**src/rtl/mac_array_ctrl.sv**
```systemverilog
// Sequencer for the 1D MAC column array: one job per start pulse runs key load,
// a one-cycle bubble, query execute and a pipeline drain, then pulses done.
module mac_array_ctrl #(
  parameter int col    = 8,
  parameter int addr_w = 4,
  parameter int cnt_w  = 5
) (
  input  logic              clk,
  input  logic              reset,
  input  logic              start,
  input  logic [cnt_w-1:0]  load_len,
  input  logic [cnt_w-1:0]  exec_len,
  input  logic [addr_w-1:0] key_base,
  input  logic [addr_w-1:0] query_base,
  input  logic              fifo_ready,
  output logic              mem_cen,
  output logic [addr_w-1:0] mem_addr,
  output logic [1:0]        inst,
  output logic              busy,
  output logic              done
);

  typedef enum logic [2:0] {IDLE, LOAD, GAP, EXEC, DRAIN, DONE} state_t;

  state_t             state, state_nxt;
  logic [cnt_w-1:0]   cnt, cnt_nxt;
  logic [cnt_w-1:0]   load_len_q, exec_len_q;
  logic [addr_w-1:0]  key_q, query_q, cnt_a;
  logic               accept;

  assign accept = (state == IDLE) && start && fifo_ready;
  assign cnt_a  = addr_w'(cnt);

  always_ff @(posedge clk or negedge reset) begin
    if (!reset) begin
      state      <= IDLE;
      cnt        <= '0;
      load_len_q <= '0;
      exec_len_q <= '0;
      key_q      <= '0;
      query_q    <= '0;
      inst       <= 2'b00;
    end else begin
      state <= state_nxt;
      cnt   <= cnt_nxt;
      // Operand data arrives one cycle after the read, so inst trails the read phase.
      inst  <= {state == EXEC, state == LOAD};
      if (accept) begin
        load_len_q <= load_len;
        exec_len_q <= exec_len;
        key_q      <= key_base;
        query_q    <= query_base;
      end
    end
  end

  always_comb begin
    state_nxt = state;
    cnt_nxt   = cnt;
    mem_cen   = 1'b1;
    mem_addr  = '0;
    busy      = (state != IDLE);
    done      = 1'b0;
    case (state)
      IDLE: begin
        cnt_nxt = '0;
        if (accept) begin
          if (load_len != '0)      state_nxt = LOAD;
          else if (exec_len != '0) state_nxt = EXEC;
          else                     state_nxt = DONE;
        end
      end
      LOAD: begin
        mem_cen  = 1'b0;
        mem_addr = key_q + cnt_a;
        if (cnt == load_len_q - cnt_w'(1)) begin
          state_nxt = GAP;
          cnt_nxt   = '0;
        end else begin
          cnt_nxt = cnt + cnt_w'(1);
        end
      end
      GAP: begin
        cnt_nxt   = '0;
        state_nxt = (exec_len_q != '0) ? EXEC : DRAIN;
      end
      EXEC: begin
        mem_cen  = 1'b0;
        mem_addr = query_q + cnt_a;
        if (cnt == exec_len_q - cnt_w'(1)) begin
          state_nxt = DRAIN;
          cnt_nxt   = '0;
        end else begin
          cnt_nxt = cnt + cnt_w'(1);
        end
      end
      DRAIN: begin
        // Last beat walks the column chain, plus two cycles of fifo_wr delay.
        if (cnt == cnt_w'(col + 1)) begin
          state_nxt = DONE;
          cnt_nxt   = '0;
        end else begin
          cnt_nxt = cnt + cnt_w'(1);
        end
      end
      DONE: begin
        done      = 1'b1;
        state_nxt = IDLE;
      end
      default: state_nxt = IDLE;
    endcase
  end

endmodule

```
**config.mk**
```make
export PLATFORM = sky130hd
export DESIGN_NAME = mac_array_ctrl
export DESIGN_NICKNAME = d
export VERILOG_FILES = /design/src/rtl/mac_array_ctrl.sv
export SDC_FILE = /design/constraint.sdc
export NUM_CORES = 1
export LEC_CHECK = 0
export ABC_AREA = 1
export CAP_MARGIN = 20
export CELL_PAD_IN_SITES_DETAIL_PLACEMENT = 1
export CELL_PAD_IN_SITES_GLOBAL_PLACEMENT = 1
export CORE_UTILIZATION = 41
export DETAILED_ROUTE_END_ITERATION = 6
export HOLD_SLACK_MARGIN = 0.08
export PLACE_DENSITY = 0.86
export SYNTH_ARGS = -nofsm -noshare
export SYNTH_HDL_FRONTEND = slang
export SYNTH_SLANG_ARGS = --single-unit
```
**constraint.sdc**
```tcl
create_clock -name clk -period 5.3 [get_ports clk]
set_input_delay 1.06 -clock clk [delete_from_list [all_inputs] [get_ports clk]]
set_output_delay 1.06 -clock clk [all_outputs]
set_load 0.02 [all_outputs]
```
### Yosys cells after proc, flatten, opt, wreduce, memory -nomap -nowiden

Index checks and enable logic that the tools add are counted.
W data, S select, Z words.

| word-level totals | value |
|---|---|
| register bits after elaboration | 28 |
| logic and storage cells | 50 |

| cells by class | value |
|---|---|
| muxes and demuxes | 15 |
| add/sub/neg operators | 5 |
| reductions and logical operators | 11 |
| equal/unequal tests | 12 |

Operator list:

| cell | count |
|---|---|
| $mux W3 | 7 |
| $pmux W5 S4 | 1 |
| $mux W5 | 3 |
| $pmux W3 S5 | 1 |
| $reduce_bool A5 Y1 | 3 |
| $eq A5 B5 Y1 | 2 |
| $sub A5 B1 Y5 const B | 2 |
| $add A4 B4 Y4 | 2 |
| $pmux W4 S2 | 1 |
| $eq A3 B2 Y1 const B | 2 |
| $eq A3 B3 Y1 const B | 2 |
| $add A5 B1 Y5 const B | 1 |
| $eq A5 B4 Y1 const B | 1 |
| $ne A2 B1 Y1 const B | 2 |
| $ne A2 B2 Y1 const B | 2 |
| $reduce_and A4 Y1 | 1 |
| $reduce_bool A4 Y1 | 1 |
| $reduce_or A2 Y1 | 2 |
| $eq A3 B1 Y1 const B | 1 |
| $logic_not A3 Y1 | 1 |
| $reduce_bool A3 Y1 | 1 |
| $logic_and A1 B1 Y1 | 2 |
| $mux W1 | 2 |

### Depth between registers and ports, before layout

| depth | value |
|---|---|
| depth in word-level cells | 5 |
| mapped depth | 13 |
| depth with buffers taken out | 13 |

### Worst setup path before layout

No wires, ideal clock.

| timing | value |
|---|---|
| kind | register to output |
| from | register state[2] |
| to | output mem_addr[3] |
| buffers on the path | 0 |
| stages on the path, launching flop included | 13 |
| slack | 2.223 ns |
| arrival time | 2.017 ns |
| path through | dfrtp_1 inv_2 nand2_4 nor2_8 inv_2 nand2_1 nand2_1 ha_1 a21oi_1 nand2_1 xnor2_1 xor2_1 nor2_1 |

| on the way | value |
|---|---|
| longest elaborated chain between the ends | 2 |
| elaborated cells between the ends (all ways) | 3 |
| those cells by class | 2 x eq/ne; 1 x mux |

RTL lines:

| what | RTL line | RTL |
|---|---|---|
| start: declaration | 25 | `state_t state, state_nxt;` |
| start signal: assignment | 44 | `state <= state_nxt;` |
| $eq A3 B2 Y1 / $eq A3 B1 Y1 (equally long branches) | 64 | `case (state)` |
| $pmux W4 S2 (*) | 64 |  |
| end: declaration | 17 | `output logic [addr_w-1:0] mem_addr,` |

Mark *: on every way between the ends. The rest lies on a longest branch, timed or not.

### Worst setup path in the final report

Ends and elaborated chain as after synthesis.

==> flow_metrics.tcl <==
set metrics [dict create \
    max_freq_mhz 252 \
    vias 1826 \
    track_usage_pct 23.3 \
    ant_nets 0 \
    worst_pin_slew_ns 0.523 \
    rows 24 \
    area_growth_pct 21.6 \
    finalSetupViolCount 0 \
    final_layout_size_suffix_gt1_share_pct 8.22 \
    slew_violations 0 \
    grt_pass1_vias 1947 \
    vias_per_cell 5.13 \
    cts_hold_buf 0 \
    worstPathRequired_ns 4.24 \
    syn_inst 273 \
    clock-root-buffer "clkbuf_8" \
    wl_per_cell_um 14.9 \
    critPathMostFrequentCell "nand2_1" \
    synth_seq_cells 28 \
    leakage_nw 1.25 \
    dp_hpwl_um 4030 \
    drc 0 \
    die-area_mm2 0.00497 \
    stdcell_area_mm2 0.00234 \
    clockBufferDepth 2 \
    p_total_w 0.00142 \
    grt-ovfl-total 0 \
    slew_headroom_pct 65.0 \
    grt_pass1_wl_um 9090 \
    slowest_delay_ns 0.60 \
    gp_congestion 0.847 \
    status "completed" \
    finalCriticalPeriod_ns 3.97 \
    cp_cell_sequence "inv_2 -> nand2_4 -> nor2_8 -> inv_2 -> nand2_1 -> nand2_1 -> ha_1 -> a21oi_1 -> nand2_1 -> xnor2_1 -> xor2_1 -> nor2_1 -> clkdlybuf4s50_1" \
    fin_setup_tns_ns 0 \
    cp_top_family "buffers and inverters" \
    synth.yosys.seq_area_share_pct 36.4 \
    die_w_um 70.5 \
    slowest_stage "clkdlybuf4s50_1" \
    fp.coreArea_mm2 0.00444 \
    yosys_warnings 0 \
    h-tree-depth 1 \
    ios 31 \
    initial_core_util_pct 43.3 \
    cp-end-kind "output port" \
    cts_setup_buffers 0 \
    clkLatencyLatePin_ns 0.28 \
    io_buffers 30 \
    final-seq-area_um2 701 \
    clk_pin_slew_ns 0.11 \
    arrival_ns 2.91 \
    ir_worst_vdd_mv 0.232 \
    clock_sinks 28 \
    antenna_found_initial 0 \
    syn_avg_cell_area_um2 7.05 \
    hold_path_class "reg2reg" \
    hold_ws_ns 0.491 \
    multi_input_area_mm2 0.00105 \
    drt_first_pass_iters 4 \
    numCtsBuffers 3 \
    synthesis.nets 303 \
    fillers 589 \
    placed_cell_area_mm2 0.00227 \
    die_h_um 70.5 \
    worst-path-buf-inv 3 \
    rsz0062_at_grt "false" \
    drt-total-wl_um 5300 \
    cts_tree "built" \
    worst-setup-path-type "reg2out" \
    syn_area_mm2 0.00193 \
    p_per_area_mw_per_mm2 606 \
    finalCritPeriodShare_pct 74.9 \
    drtIter0Drc 64 \
    start_kind "flip-flop" \
    crit_fanout 7 \
    final_nets 335 \
    drv_cap 0 \
    ys_types 27 \
    finalHoldViolations 0 \
    cts_resized 0 \
    diodes 0 \
    grt_max_degree 29 \
    finClkSkew_ns 0.00652 \
]
-- kinds of logic (layout without fill, tap and decap cells) --
group | Yosys count | after routing | share of synthesized area (%)
DFF | 28 | 28 | 36.4
and+or+nand+nor | 167 | 167 | 39.6
adders and majority gates | 8 | 8 | 5.59
AOI/OAI and AO/OA | 16 | 16 | 4.61
xor gates and xnor gates | 10 | 10 | 4.55
buffers and inverters | 44 | 75 | 9.23
-- metrics by stage --
step           setup WS (ns)  utilization, %  cells
2_1_floorplan           2.22               -    273
3_3_place_gp            1.76            51.1    352
3_5_place_dp            1.66            51.1    352
4_1_cts                 1.31            52.7    356
5_1_grt                 1.09            52.7    356
6_report                1.33            52.7    356
-- per-layer routing --
metal | part of all wire (%) | global-route usage (%) | vias up
li1 | - | - | 906
met1 | 48 | 30.4 | 893
met2 | 50 | 41.3 | 21
met3 | 1.3 | 2.14 | 6
met4 | 1.2 | 6.89 | 0
met5 | 0 | 0 | -
-- where the power goes --
group          total (W)  internal (W)  switching (W)
clock network   0.000174      0.000101      0.0000732
registers       0.000407      0.000305       0.000101
logic           0.000838      0.000318       0.000520
-- cell usage after synthesis --
library cell / instances / share of area [%]
a21oi_1: 2 / 0.52
dfrtp_1: 28 / 36
inv_1: 33 / 6.4
nor3_1: 5 / 1.3
nand2_2: 1 / 0.33
nand4_2: 1 / 0.65
fa_1: 1 / 1.0
nand2_1: 103 / 20
nand3b_1: 2 / 0.78
nand2_4: 1 / 0.58
o21ai_1: 5 / 1.3
ha_1: 7 / 4.5
a21boi_2: 1 / 0.58
o21ai_0: 7 / 1.8
nor2_8: 2 / 2.1
buf_4: 3 / 1.2
nand4_1: 3 / 0.97
nand3_1: 23 / 6.0
nor2_1: 19 / 3.7
buf_2: 1 / 0.26
xor2_1: 7 / 3.2
nor2_2: 3 / 0.97
xnor2_1: 3 / 1.4
o21bai_1: 1 / 0.39
nor2_4: 2 / 1.2
nand3_2: 2 / 1.0
inv_2: 7 / 1.4
-- sequential cells by signal (all words and copies together) (netlist names) --
| register | count |
|---|---|
| query_q | 4 |
| exec_len_q | 5 |
| state | 3 |
| cnt | 5 |
| key_q | 4 |
| load_len_q | 5 |
| inst | 2 |
-- final timing paths --
kind	slack [ns]	cells after the start	startpoint	to
setup / recovery	1.33	13	state[2]$_DFFE_PN0P_	mem_addr[3]
hold / removal	0.49	2	key_q[3]$_DFFE_PN0P_	key_q[3]$_DFFE_PN0P_
setup reg to reg	3.41	11	exec_len_q[0]$_DFFE_PN0P_	cnt[0]$_DFFE_PN0P_
hold reg to reg	0.49	2	key_q[3]$_DFFE_PN0P_	key_q[3]$_DFFE_PN0P_
max in group asynchronous	3.86	2	reset	load_len_q[4]$_DFFE_PN0P_
min in group asynchronous	1.16	2	reset	key_q[1]$_DFFE_PN0P_
-- area by class of cell --
| type | instances | area share (%) |
|---|---|---|
| multi-input combinational | 201 | 44.7 |
| clock buffer | 3 | 1.76 |
| inverter | 40 | 6.41 |
| tap | 52 | 2.78 |
| sequential | 28 | 29.9 |
| timing repair buffer | 31 | 13.1 |
| clock inverter | 1 | 1.28 |
-- cell usage in the layout, fill, tap and decap left out, drive strengths merged, types with 5 or more instances in the layout --
| master | n |
|---|---|
| nand2 | 105 |
| inv | 40 |
| clkdlybuf4s50 | 30 |
| dfrtp | 28 |
| nor2 | 26 |
| nand3 | 25 |
| o21ai | 12 |
| xor2 | 7 |
| ha | 7 |
| nor3 | 5 |
-- tightest hold or removal path, stage by stage, from the launching register on --
cell	delay (ns)
dfrtp_1	0.36
nand2_1	0.05
nand2_1	0.05
Power figures use the tool's default switching activity.
